## config.mk

```make
export PLATFORM = sky130hd
export DESIGN_NAME = program_loader
export DESIGN_NICKNAME = d
export VERILOG_FILES = /design/src/rtl/mips_loader_pkg.sv /design/src/rtl/program_loader_byte_assembler.sv /design/src/rtl/program_loader.sv
export SDC_FILE = /design/constraint.sdc
export NUM_CORES = 1
export LEC_CHECK = 0
export CORE_UTILIZATION = 30
export DETAILED_ROUTE_END_ITERATION = 10
export SYNTH_ARGS = -nofsm -noshare
export SYNTH_HDL_FRONTEND = slang
export SYNTH_SLANG_ARGS = --single-unit
```

## constraint.sdc

```tcl
create_clock -name i_clk -period 3.9 [get_ports i_clk]
set_clock_uncertainty 0.2 [all_clocks]
set_input_delay 0.78 -clock i_clk [delete_from_list [all_inputs] [get_ports i_clk]]
set_output_delay 0.78 -clock i_clk [all_outputs]
set_load 0.005 [all_outputs]
```

## src/rtl/mips_loader_pkg.sv

```systemverilog
// mips_loader_pkg: shared state encoding and protocol constants for the program loader
package mips_loader_pkg;
  typedef enum logic [1:0] {IDLE = 2'd0, LOAD = 2'd1, DONE = 2'd2, ERROR = 2'd3} state_e;
  localparam logic [7:0] CMD_LOAD = 8'h01;
  localparam logic [31:0] HALT_INSTR = 32'hFFFFFFFF;
endpackage

```

## src/rtl/program_loader_byte_assembler.sv

```systemverilog
// byte_assembler: packs bytes MSB first into a word, flagging the 4th byte combinationally
module byte_assembler #(
  parameter int NB_INSTRUC = 32
) (
  input  logic                  i_clk,
  input  logic                  i_rst,
  input  logic                  i_clear,
  input  logic                  i_rx_done,
  input  logic [7:0]            i_rx_data,
  output logic [NB_INSTRUC-1:0] o_word,
  output logic                  o_word_valid
);
  logic [NB_INSTRUC-9:0] bytes_q;
  logic [1:0]            cnt_q;
  // the 4th byte is taken straight from the input so the word is ready on its strobe
  assign o_word = {bytes_q, i_rx_data};
  assign o_word_valid = i_rx_done && cnt_q == 2'd3;
  always_ff @(posedge i_clk) begin
    if (i_rst || i_clear) begin
      bytes_q <= '0;
      cnt_q   <= '0;
    end else if (i_rx_done) begin
      bytes_q <= {bytes_q[NB_INSTRUC-17:0], i_rx_data};
      cnt_q   <= cnt_q + 2'd1;
    end
  end
endmodule

```

## src/rtl/program_loader.sv

```systemverilog
// program_loader: writes a received byte stream as words into program memory,
// holding the CPU in reset until the HALT word has been stored.
module program_loader
  import mips_loader_pkg::*;
#(
  parameter int NB_INSTRUC        = 32,
  parameter int RAM_DEPTH_PROGRAM = 2048,
  parameter int NB_PC_ADDR        = $clog2(RAM_DEPTH_PROGRAM)
) (
  input  logic                  i_clk,
  input  logic                  i_rst,
  input  logic [7:0]            i_rx_data,
  input  logic                  i_rx_done,
  output logic                  o_wr_en,
  output logic [NB_PC_ADDR-1:0] o_wr_addr,
  output logic [NB_INSTRUC-1:0] o_wr_data,
  output logic                  o_cpu_rst,
  output logic                  o_load_done,
  output logic                  o_error,
  output logic [NB_PC_ADDR:0]   o_word_count
);
  localparam logic [NB_PC_ADDR-1:0] LAST_ADDR = NB_PC_ADDR'(RAM_DEPTH_PROGRAM - 1);
  state_e                state_q, state_d;
  logic [NB_PC_ADDR-1:0] addr_q, addr_d;
  logic [NB_PC_ADDR:0]   count_q, count_d;
  logic [NB_INSTRUC-1:0] wr_data_q, wr_data_d, word;
  logic                  wr_en_q, wr_en_d, cpu_rst_q, load_done_q, load_done_d, error_q;
  logic                  clear, word_valid, is_cmd;
  byte_assembler #(.NB_INSTRUC(NB_INSTRUC)) u_asm (
    .i_clk        (i_clk),
    .i_rst        (i_rst),
    .i_clear      (clear),
    .i_rx_done    (i_rx_done && state_q == LOAD),
    .i_rx_data    (i_rx_data),
    .o_word       (word),
    .o_word_valid (word_valid)
  );
  assign is_cmd = i_rx_done && i_rx_data == CMD_LOAD;
  always_comb begin
    state_d   = state_q;
    addr_d    = addr_q;
    count_d   = count_q;
    wr_en_d   = 1'b0;
    wr_data_d = wr_data_q;
    clear     = 1'b0;
    // progress is booked in the write cycle; the last address is held on overflow
    if (wr_en_q) begin
      count_d = count_q + 1'b1;
      addr_d  = addr_q == LAST_ADDR ? addr_q : addr_q + 1'b1;
    end
    case (state_q)
      IDLE, DONE: if (is_cmd) begin
        state_d = LOAD;
        addr_d  = '0;
        count_d = '0;
        clear   = 1'b1;
      end
      LOAD: if (word_valid) begin
        wr_en_d   = 1'b1;
        wr_data_d = word;
        state_d   = word == NB_INSTRUC'(HALT_INSTR) ? DONE : addr_q == LAST_ADDR ? ERROR : LOAD;
      end
      default: ;
    endcase
    load_done_d = state_q == DONE && state_d == DONE;
  end
  always_ff @(posedge i_clk) begin
    if (i_rst) begin
      state_q     <= IDLE;
      addr_q      <= '0;
      count_q     <= '0;
      wr_en_q     <= 1'b0;
      wr_data_q   <= '0;
      cpu_rst_q   <= 1'b1;
      load_done_q <= 1'b0;
      error_q     <= 1'b0;
    end else begin
      state_q     <= state_d;
      addr_q      <= addr_d;
      count_q     <= count_d;
      wr_en_q     <= wr_en_d;
      wr_data_q   <= wr_data_d;
      cpu_rst_q   <= !load_done_d;
      load_done_q <= load_done_d;
      error_q     <= state_q == ERROR;
    end
  end
  assign o_wr_en      = wr_en_q;
  assign o_wr_addr    = addr_q;
  assign o_wr_data    = wr_data_q;
  assign o_cpu_rst    = cpu_rst_q;
  assign o_load_done  = load_done_q;
  assign o_error      = error_q;
  assign o_word_count = count_q;
endmodule

```

# ---- Word level (Yosys, flattened, before mapping)
# Index checks and enable logic that the tools add are counted.
dict set report totals {
  regBits 87
  in_bits 11
  out_inout_bits 59
  wordCells 47
}
dict set report classes {
  n_addsub 3
  eq_ne 8
  mux 15
  bitwise_logic 1
  n_reduce_logical 10
}
# operator n
set ops {}
lappend ops {{$mux W11} 4}
lappend ops {{$mux W12} 3}
lappend ops {{$eq A32 B32 Y1 const B} 1}
lappend ops {{$add A12 B1 Y12 const B} 1}
lappend ops {{$add A11 B1 Y11 const B} 1}
lappend ops {{$eq A11 B11 Y1 const B} 1}
lappend ops {{$eq A2 B2 Y1 const B} 4}
lappend ops {{$eq A8 B1 Y1 const B} 1}
lappend ops {{$mux W2} 4}
lappend ops {{$logic_and A1 B1 Y1} 4}
lappend ops {{$pmux W2 S2} 1}
lappend ops {{$reduce_or A2 Y1} 2}
lappend ops {{$mux W1} 3}
lappend ops {{$add A2 B1 Y2 const B} 1}
lappend ops {{$eq A2 B1 Y1 const B} 1}
lappend ops {{$logic_not A2 Y1} 1}
lappend ops {{$reduce_and A2 Y1} 1}
lappend ops {{$logic_not A1 Y1} 1}
lappend ops {{$logic_or A1 B1 Y1} 1}
lappend ops {{$not A1 Y1} 1}

# ---- Depth between registers and ports, before layout
# Gate-level depths: netlist of the first run.
dict set report logic_depth {
  word_depth 8
  mapped_depth 8
  ltp_nobuf 5
}

# ---- Hierarchy
# A second synthesis of the first run with hierarchy kept.
dict set report hier_totals {
  hier_cells 383
  area_unflattened_um2 3453.3
}
# mod instances cells_each area_per_inst_um2 seq_area_each_um2
set modules_own_cells {}
lappend modules_own_cells {program_loader 1 288 2413.6 1221.2}
lappend modules_own_cells {byte_assembler 1 95 1039.7 520.5}

# ---- Worst setup path after synthesis of the first run
# Ideal clock, no wire load.
dict set report synth_path {
  path_kind {input-to-reg}
  start {input port i_rx_data[3]}
  end {register addr_q[10], in the netlist o_wr_addr[10]}
  setup_ps 115
  t_arrival_ps 1682
  t_required_ps 3585
  path_slack_ps 1902
  cell_stages 6
  n_path_buf 2
  path_cell_list {nor4_2 -> nand4b_1 -> nand2_1 -> buf_6 -> buf_6 -> nor2_1}
}
dict set report synth_between {
  elab_chain_len 4
}
# item line
set synth_rtl {}
lappend synth_rtl {{start, declared} program_loader.sv:12} ;# input logic [7:0] i_rx_data,
lappend synth_rtl {{$eq A8 B1 Y1} program_loader.sv:38} ;# assign is_cmd = i_rx_done && i_rx_data == CMD_LOAD;
lappend synth_rtl {{$logic_and A1 B1 Y1} program_loader.sv:38}
lappend synth_rtl {{$mux W11} program_loader.sv:52} ;# IDLE, DONE: if (is_cmd) begin
lappend synth_rtl {{$mux W11} program_loader.sv:51} ;# case (state_q)
lappend synth_rtl {{end signal, assigned} program_loader.sv:79} ;# addr_q <= addr_d;
lappend synth_rtl {{end, declared} program_loader.sv:24} ;# logic [NB_PC_ADDR-1:0] addr_q, addr_d;
# No other way between the ends.
# A chain may end at the register's enable or synchronous reset.

# ---- Final worst setup path of the first run
dict set report layout_path {
  start {input port i_rx_data[3]}
  end {register count_q[4], in the netlist o_word_count[4]}
}
dict set report layout_between {
  elab_chain_len 4
}
# item line
set layout_rtl {}
lappend layout_rtl {{$eq A8 B1 Y1} program_loader.sv:38}
lappend layout_rtl {{$logic_and A1 B1 Y1} program_loader.sv:38}
lappend layout_rtl {{$mux W12} program_loader.sv:52}
lappend layout_rtl {{$mux W12} program_loader.sv:51}
lappend layout_rtl {{end signal, assigned} program_loader.sv:80} ;# count_q <= count_d;
lappend layout_rtl {{end, declared} program_loader.sv:25} ;# logic [NB_PC_ADDR:0] count_q, count_d;
# No other way between the ends.

==> impl_metrics.xml, run 1 <==
<?xml version="1.0" encoding="UTF-8"?>
<metrics>
  <group name="pwr">
    <metric name="p_per_area" unit="nW/µm²">384</metric>
    <metric name="p_total" unit="mW">1.71</metric>
    <metric name="seq_power_share" unit="">0.521</metric>
    <metric name="worst_vdd_ir" unit="mV">0.169</metric>
    <metric name="p_int" unit="mW">1.33</metric>
    <metric name="power.net_switching" unit="µW">372</metric>
    <metric name="leakagePower" unit="nW">1.44</metric>
    <metric name="part_of_the_total_power_dissipated_in_the_clock_network" unit="">0.458</metric>
    <metric name="sw_frac_of_total" unit="">0.218</metric>
    <metric name="combinationalPowerShare" unit="">0.021</metric>
  </group>
  <group name="floorplanning">
    <metric name="die_height" unit="µm">108</metric>
    <metric name="coreArea" unit="µm²">10900</metric>
    <metric name="std_cell_rows" unit="">38</metric>
    <metric name="initial_utilization" unit="">0.311</metric>
    <metric name="dieArea" unit="µm²">11800</metric>
    <metric name="die_w" unit="µm">108</metric>
    <metric name="top_level_ports" unit="">70</metric>
  </group>
  <group name="sta">
    <metric name="time_the_final_worst_path_needs_with_i_o_delays_and_setup" unit="ps">2730</metric>
    <metric name="final_max_slew_viol_count" unit="">0</metric>
    <metric name="worst_hold_slack" unit="ps">257</metric>
    <metric name="max_slew.worst_pin.slew" unit="ps">928</metric>
    <metric name="unrepaired_setup_endpoints_after_global_routing" unit="">false</metric>
    <metric name="fin_crit_sh" unit="">0.700</metric>
    <metric name="final.setup.tns" unit="ps">0</metric>
    <metric name="report.final.hold_viol_count" unit="">0</metric>
    <metric name="slew_headroom" unit="">0.380</metric>
    <metric name="setup_slack" unit="ps">1170</metric>
    <metric name="clock.fmax" unit="MHz">366</metric>
    <metric name="setup_viol" unit="">0</metric>
  </group>
  <group name="route">
    <metric name="post_drt_via_cell_ratio" unit="">4.72</metric>
    <metric name="dr.first_iter.drc_count" unit="">104</metric>
    <metric name="drc" unit="">0</metric>
    <metric name="route.final.wire_length" unit="mm">8.09</metric>
    <metric name="final_antenna_net_count" unit="">0</metric>
    <metric name="routed-via-count" unit="">2914</metric>
    <metric name="dr.pass1.iters" unit="">4</metric>
    <metric name="avgRoutedWirePerCell" unit="µm">13.1</metric>
  </group>
  <group name="worst_hold_path">
    <metric name="min_path_type" unit="">reg2reg</metric>
    <metric name="hold_end" unit="">o_wr_data[30]</metric>
    <metric name="timing.hold.worst_path_depth" unit="">2</metric>
    <metric name="hold_path.startpoint" unit="">o_wr_data[30]</metric>
  </group>
  <group name="synthesis">
    <metric name="synth_cell_type_count" unit="">36</metric>
    <metric name="synth.top_cell.area_share" unit="">0.513</metric>
    <metric name="synth_top_family_by_area" unit="">simple AND/OR/NAND/NOR gates</metric>
    <metric name="synth-simple-area-share" unit="">0.269</metric>
    <metric name="most_frequent_cell_after_synthesis" unit="">nand2_1</metric>
    <metric name="synth.mux.area_fraction" unit="">0.0118</metric>
    <metric name="synth-async-reset-ratio" unit="">0</metric>
    <metric name="synthTopCellsByCount" unit="">nand2_1 (127), dfxtp_1 (87), a21oi_1 (58)</metric>
    <metric name="ys_seq_area_frac" unit="">0.513</metric>
    <metric name="synth_flop_cell" unit="">dfxtp_1</metric>
    <metric name="postSynthAreaPerCell" unit="µm²">8.29</metric>
    <metric name="synth.cell_area" unit="µm²">3400</metric>
    <metric name="post_synthesis_compound_gate_area_fraction" unit="">0.112</metric>
    <metric name="post_synth_fa_ha_maj_area_fraction" unit="">0.0110</metric>
    <metric name="syn-instance-count" unit="">410</metric>
    <metric name="synth_warnings" unit="">0</metric>
    <metric name="synth-xor-area-share" unit="">0.0361</metric>
    <metric name="ys_seq_elements" unit="">87</metric>
    <metric name="synth_top_cells_by_area" unit="">dfxtp_1 (51%), nand2_1 (14%), a21oi_1 (8.5%), nor2_1 (3.1%), nand4_1 (2.4%)</metric>
    <metric name="synth_area_leader_cell" unit="">dfxtp_1</metric>
    <metric name="synth_edf_count" unit="">0</metric>
    <metric name="synth_nets" unit="">424</metric>
  </group>
  <group name="clock_tree">
    <metric name="post_cts_hold_buffers" unit="">0</metric>
    <metric name="clk_path_buf_depth" unit="">2</metric>
    <metric name="number_of_buffers_inserted_during_clock_tree_synthesis" unit="">9</metric>
    <metric name="clkSlewWorstSetupHoldPaths" unit="ps">60</metric>
    <metric name="cts_setup_buffers" unit="">0</metric>
    <metric name="cts.sinks" unit="">87</metric>
    <metric name="htreeDepth" unit="">3</metric>
    <metric name="clock_tree.root_cell" unit="">clkbuf_16</metric>
    <metric name="cts_tree" unit="">done</metric>
    <metric name="ctsResizeCount" unit="">0</metric>
    <metric name="clkLatencyLatePin" unit="ps">330</metric>
  </group>
  <group name="setup_path">
    <metric name="timing.reg2reg.setup_slack" unit="ps">1820</metric>
    <metric name="cp_max_fo" unit="">38</metric>
    <metric name="cp_data_arrival_time" unit="ps">2750</metric>
    <metric name="reg2reg_from" unit="">state_q[0]</metric>
    <metric name="worstSetupEndpointType" unit="">flop</metric>
    <metric name="required" unit="ps">3920</metric>
    <metric name="setup.worst_path.class" unit="">in2reg</metric>
    <metric name="r2r_end" unit="">o_wr_data[29]</metric>
    <metric name="ff2ff_path_depth" unit="">5</metric>
    <metric name="crit_path_start_kind" unit="">input pin</metric>
  </group>
  <group name="final_layout">
    <metric name="drive_above_1_share" unit="">0.0545</metric>
    <metric name="fin_nets" unit="">486</metric>
    <metric name="area_delta_synth_final" unit="%">30.8</metric>
    <metric name="finish.instance_area" unit="µm²">4440</metric>
    <metric name="antennaDiodeCount" unit="">0</metric>
  </group>
  <group name="grt">
    <metric name="grt_remaining_overflow" unit="">0</metric>
    <metric name="first_global_vias" unit="">2789</metric>
    <metric name="track_usage" unit="">0.145</metric>
    <metric name="global_route_wire_length_before_repair" unit="mm">13.4</metric>
    <metric name="antenna_found_initial" unit="">0</metric>
    <metric name="pin_count_of_the_biggest_net_entering_global_routing" unit="">39</metric>
  </group>
  <group name="placement">
    <metric name="detailed_place.area" unit="µm²">4170</metric>
    <metric name="gp_routability_congestion" unit="">0.755</metric>
    <metric name="total_of_buffers_placed_on_input_and_output_ports" unit="">69</metric>
    <metric name="place_ws" unit="ps">824</metric>
    <metric name="dp.final_hpwl" unit="mm">5.68</metric>
  </group>
  <group name="run_status">
    <metric name="run_status" unit="">completed</metric>
  </group>
  <group name="job">
    <metric name="cap_violations" unit="">0</metric>
  </group>
</metrics>
-- cell type report --
cell class,instances,area [µm²]
fillers,1113,6490
flip-flops and latches,87,1740
multi-input cells,295,1490
repair buffers,74,741
clock buffers,9,225
well taps,140,175
clock inverters,7,48.8
inverters,5,18.8
-- power groups by stage --
stage / clock, mW / combinational, mW / sequential [mW]
4_1_cts: 0.802 / 0.0363 / 0.888
2_1_floorplan: 0 / 0.0163 / 0.908
3_5_place_dp: 0 / 0.0363 / 0.909
5_1_grt: 0.842 / 0.0389 / 0.888
6_report: 0.781 / 0.0360 / 0.888
3_3_place_gp: 0 / 0.0360 / 0.908
-- sequential cells by signal (all words and copies together) (netlist names), 2 cells and up --
register / flops
o_word_count: 12
o_wr_addr: 11
o_wr_data: 32
state_q: 2
u_asm.bytes_q: 24
u_asm.cnt_q: 2
-- cells in the final DEF (no fill, tap or decap), drive strengths merged, types with 4 or more instances in the layout --
cell type	synthesis	layout
nor3	7	7
clkinv	0	5
buf	12	5
nor4	6	6
nor2	28	28
xnor2	8	8
nand4	14	14
dfxtp	87	87
clkdlybuf4s50	0	69
mux2i	4	4
nand2	127	127
clkbuf	11	9
a211oi	5	5
a21oi	58	58
nand3	7	7
xor2	6	6
inv	5	6
-- how the worst max path moves through the flow --
| stage | startpoint | to | slack, ps |
|---|---|---|---|
| final | i_rx_data[3] | o_word_count[4] | 1170 |
| after global routing | i_rx_data[3] | u_asm.bytes_q[19] | 1050 |
| after global placement | i_rx_data[3] | o_word_count[11] | 860 |
| after detailed placement | i_rx_data[3] | o_word_count[4] | 820 |
| after floorplan | i_rx_data[3] | o_wr_addr[10] | 1900 |
| after CTS | i_rx_data[3] | o_word_count[4] | 1160 |
-- routing by layer --
| metal | global-route usage | part of all wire | vias up |
|---|---|---|---|
| met5 | 0 | 0 | - |
| met4 | 0.0598 | 0.019 | 0 |
| met3 | 0.0362 | 0.045 | 12 |
| met2 | 0.236 | 0.47 | 58 |
| met1 | 0.182 | 0.47 | 1336 |
| li1 | - | - | 1508 |
-- through the flow --
step | cells | utilization
5_1_grt | 617 | 0.406
3_3_place_gp | 601 | 0.381
4_1_cts | 617 | 0.406
2_1_floorplan | 410 | -
3_5_place_dp | 601 | 0.381
6_report | 617 | 0.406
-- worst max-delay path: stages --
cell and delay [ps]:
clkdlybuf4s50_1 480, nor4_2 450, nand4b_1 240, nand2_1 450, buf_12 260, nor2_1 80
-- cell families (layout without fill, tap and decap cells) --
kind of cell / Yosys count / count (layout)
xor+xnor: 14 / 14
simple gates: 205 / 205
mux: 4 / 4
flops: 87 / 87
compound gates: 69 / 69
fa+ha+maj: 3 / 3
buf+inv: 28 / 95
Note: power is estimated with default switching activity, not from simulation.
==> run 2: changes to the inputs <==
- clock period: 3.9 -> 2.2 ns (I/O delays scaled with it)
==> run 2 against run 1 <==
Compared with the run above:
- non-clock buffer count is 17 higher
- global-route usage rose by 0.45 points
- utilization is 1.3 points higher
- critical endpoint is now o_wr_en
- highest routed layer unchanged
==> impl_metrics.xml, run 2 (same netlist as run 1, synthesis figures left out) <==
<?xml version="1.0" encoding="UTF-8"?>
<metrics>
  <group name="run_status">
    <metric name="run_status" unit="">completed</metric>
  </group>
  <group name="pwr">
    <metric name="power.net_switching" unit="µW">623</metric>
    <metric name="worst_vdd_ir" unit="mV">0.283</metric>
    <metric name="p_per_area" unit="nW/µm²">659</metric>
    <metric name="combinationalPowerShare" unit="">0.027</metric>
    <metric name="part_of_the_total_power_dissipated_in_the_clock_network" unit="">0.452</metric>
    <metric name="p_int" unit="mW">2.40</metric>
    <metric name="seq_power_share" unit="">0.521</metric>
    <metric name="sw_frac_of_total" unit="">0.206</metric>
    <metric name="leakagePower" unit="nW">1.52</metric>
  </group>
  <group name="grt">
    <metric name="pin_count_of_the_biggest_net_entering_global_routing" unit="">27</metric>
    <metric name="first_global_vias" unit="">2922</metric>
    <metric name="global_route_wire_length_before_repair" unit="mm">13.8</metric>
    <metric name="grt_remaining_overflow" unit="">0</metric>
    <metric name="antenna_found_initial" unit="">0</metric>
    <metric name="track_usage" unit="">0.149</metric>
  </group>
  <group name="route">
    <metric name="dr.pass1.iters" unit="">4</metric>
    <metric name="route.final.wire_length" unit="mm">8.23</metric>
    <metric name="dr.first_iter.drc_count" unit="">139</metric>
    <metric name="final_antenna_net_count" unit="">0</metric>
    <metric name="avgRoutedWirePerCell" unit="µm">13.0</metric>
    <metric name="routed-via-count" unit="">3027</metric>
    <metric name="drc" unit="">0</metric>
    <metric name="post_drt_via_cell_ratio" unit="">4.78</metric>
  </group>
  <group name="final_layout">
    <metric name="instances_no_fill" unit="">633</metric>
    <metric name="layout_commonest_cell" unit="">nand2_1</metric>
    <metric name="antennaDiodeCount" unit="">0</metric>
    <metric name="largest_register_ff_count" unit="">32</metric>
    <metric name="finish.instance_area" unit="µm²">4590</metric>
    <metric name="most-common-layout-cells" unit="">nand2_1 (127), dfxtp_1 (87), clkdlybuf4s50_1 (69)</metric>
    <metric name="fin_nets" unit="">503</metric>
    <metric name="drive_above_1_share" unit="">0.0811</metric>
    <metric name="area_delta_synth_final" unit="%">35.1</metric>
  </group>
  <group name="sta">
    <metric name="report.final.hold_viol_count" unit="">0</metric>
    <metric name="setup_viol" unit="">0</metric>
    <metric name="setup_slack" unit="ps">173</metric>
    <metric name="final.setup.tns" unit="ps">0</metric>
    <metric name="max_slew.worst_pin.slew" unit="ps">400</metric>
    <metric name="slew_headroom" unit="">0.729</metric>
    <metric name="unrepaired_setup_endpoints_after_global_routing" unit="">false</metric>
    <metric name="time_the_final_worst_path_needs_with_i_o_delays_and_setup" unit="ps">2030</metric>
    <metric name="final_max_slew_viol_count" unit="">0</metric>
    <metric name="clock.fmax" unit="MHz">493</metric>
    <metric name="fin_crit_sh" unit="">0.921</metric>
  </group>
  <group name="placement">
    <metric name="place_ws" unit="ps">-156</metric>
    <metric name="dp.final_hpwl" unit="mm">5.92</metric>
    <metric name="placed_cells_incl_taps" unit="">618</metric>
    <metric name="total_of_buffers_placed_on_input_and_output_ports" unit="">69</metric>
    <metric name="detailed_place.area" unit="µm²">4320</metric>
    <metric name="gp_routability_congestion" unit="">0.803</metric>
  </group>
  <group name="setup_path">
    <metric name="setup.worst_path.class" unit="">reg2out</metric>
    <metric name="required" unit="ps">1560</metric>
    <metric name="cp_data_arrival_time" unit="ps">1390</metric>
    <metric name="cells_traversed_along_the_worst_timing_path" unit="">clkdlybuf4s50_1</metric>
    <metric name="cp_max_fo" unit="">8</metric>
    <metric name="cpMaxStageDelayCell" unit="">clkdlybuf4s50_1</metric>
    <metric name="crit_cells" unit="">1</metric>
    <metric name="ff2ff_path_depth" unit="">5</metric>
    <metric name="timing.critical_path.max_delay_family" unit="">buffers and inverters</metric>
    <metric name="critical_path.max_stage_delay" unit="ps">570</metric>
    <metric name="crit_path_start_kind" unit="">flop</metric>
    <metric name="worstSetupEndpointType" unit="">primary output</metric>
    <metric name="critical_path.n_buffers_inverters" unit="">1</metric>
  </group>
  <group name="floorplanning">
    <metric name="top_level_ports" unit="">70</metric>
    <metric name="dieArea" unit="µm²">11800</metric>
    <metric name="std_cell_rows" unit="">38</metric>
    <metric name="die_w" unit="µm">108</metric>
    <metric name="die_height" unit="µm">108</metric>
    <metric name="coreArea" unit="µm²">10900</metric>
    <metric name="initial_utilization" unit="">0.311</metric>
  </group>
  <group name="worst_hold_path">
    <metric name="min_path_type" unit="">reg2reg</metric>
    <metric name="timing.hold.worst_path_depth" unit="">2</metric>
  </group>
  <group name="clock_tree">
    <metric name="number_of_buffers_inserted_during_clock_tree_synthesis" unit="">9</metric>
    <metric name="cts_setup_buffers" unit="">0</metric>
    <metric name="clkSlewWorstSetupHoldPaths" unit="ps">60</metric>
    <metric name="clkLatencyLatePin" unit="ps">320</metric>
    <metric name="clock_tree.root_cell" unit="">clkbuf_16</metric>
    <metric name="cts_tree" unit="">done</metric>
    <metric name="post_cts_hold_buffers" unit="">0</metric>
    <metric name="clk_path_buf_depth" unit="">2</metric>
    <metric name="htreeDepth" unit="">3</metric>
    <metric name="cts.sinks" unit="">87</metric>
    <metric name="ctsResizeCount" unit="">0</metric>
  </group>
  <group name="job">
    <metric name="cap_violations" unit="">0</metric>
  </group>
</metrics>
==> run 2: cell count changes in the layout (fill, tap and decap cells not counted) <==
cell,previous run,this run
clkinvlp_4,1,2
clkbuf_1,0,2
inv_6,1,0
clkinv_4,2,0
clkinv_2,3,1
buf_12,1,3
clkbuf_8,0,1
buf_4,4,19
==> run 2: stage by stage <==
step,hold slack (ps),utilization,total power [mW]
after floorplan,238,-,1.64
after global placement,248,0.395,1.69
after detailed placement,248,0.395,1.69
after CTS,256,0.420,3.06
after global routing,272,0.420,3.14
final,254,0.420,3.02
==> run 2: power groups by stage <==
stage | Combinational, mW | Clock (mW) | Sequential (mW)
after detailed placement | 0.0821 | 0 | 1.61
after floorplan | 0.0288 | 0 | 1.61
after global placement | 0.0818 | 0 | 1.61
after global routing | 0.0884 | 1.48 | 1.57
final | 0.0825 | 1.37 | 1.58
after CTS | 0.0824 | 1.40 | 1.58
==> run 2: final cells by class <==
cell class | count | area [µm²]
Clock buffer | 12 | 246
Clock inverter | 3 | 20.0
Fill cell | 1121 | 6350
Inverter | 5 | 18.8
Multi-Input combinational cell | 295 | 1490
Sequential cell | 87 | 1740
Tap cell | 140 | 175
Timing Repair Buffer | 91 | 893
==> run 2: worst paths after layout <==
path	start	end	slack, ps
worst max register to register	o_wr_en	o_word_count[11]	460
worst max-delay path	o_wr_en	o_wr_en	170
worst min register to register	o_wr_data[16]	o_wr_data[16]	250
worst min-delay path	o_wr_data[16]	o_wr_data[16]	250
==> run 2: layer usage <==
metal	track usage	routed length, µm	share of wire
met3	0.0313	402	0.049
met1	0.188	3790	0.46
met4	0.0589	136	0.017
met2	0.247	3900	0.47
met5	0	0	0
==> run 2: worst min-delay path, cell delays in order (launching register included) <==
cell,delay [ps]
dfxtp_1,310
nand2_1,50
a21oi_1,50
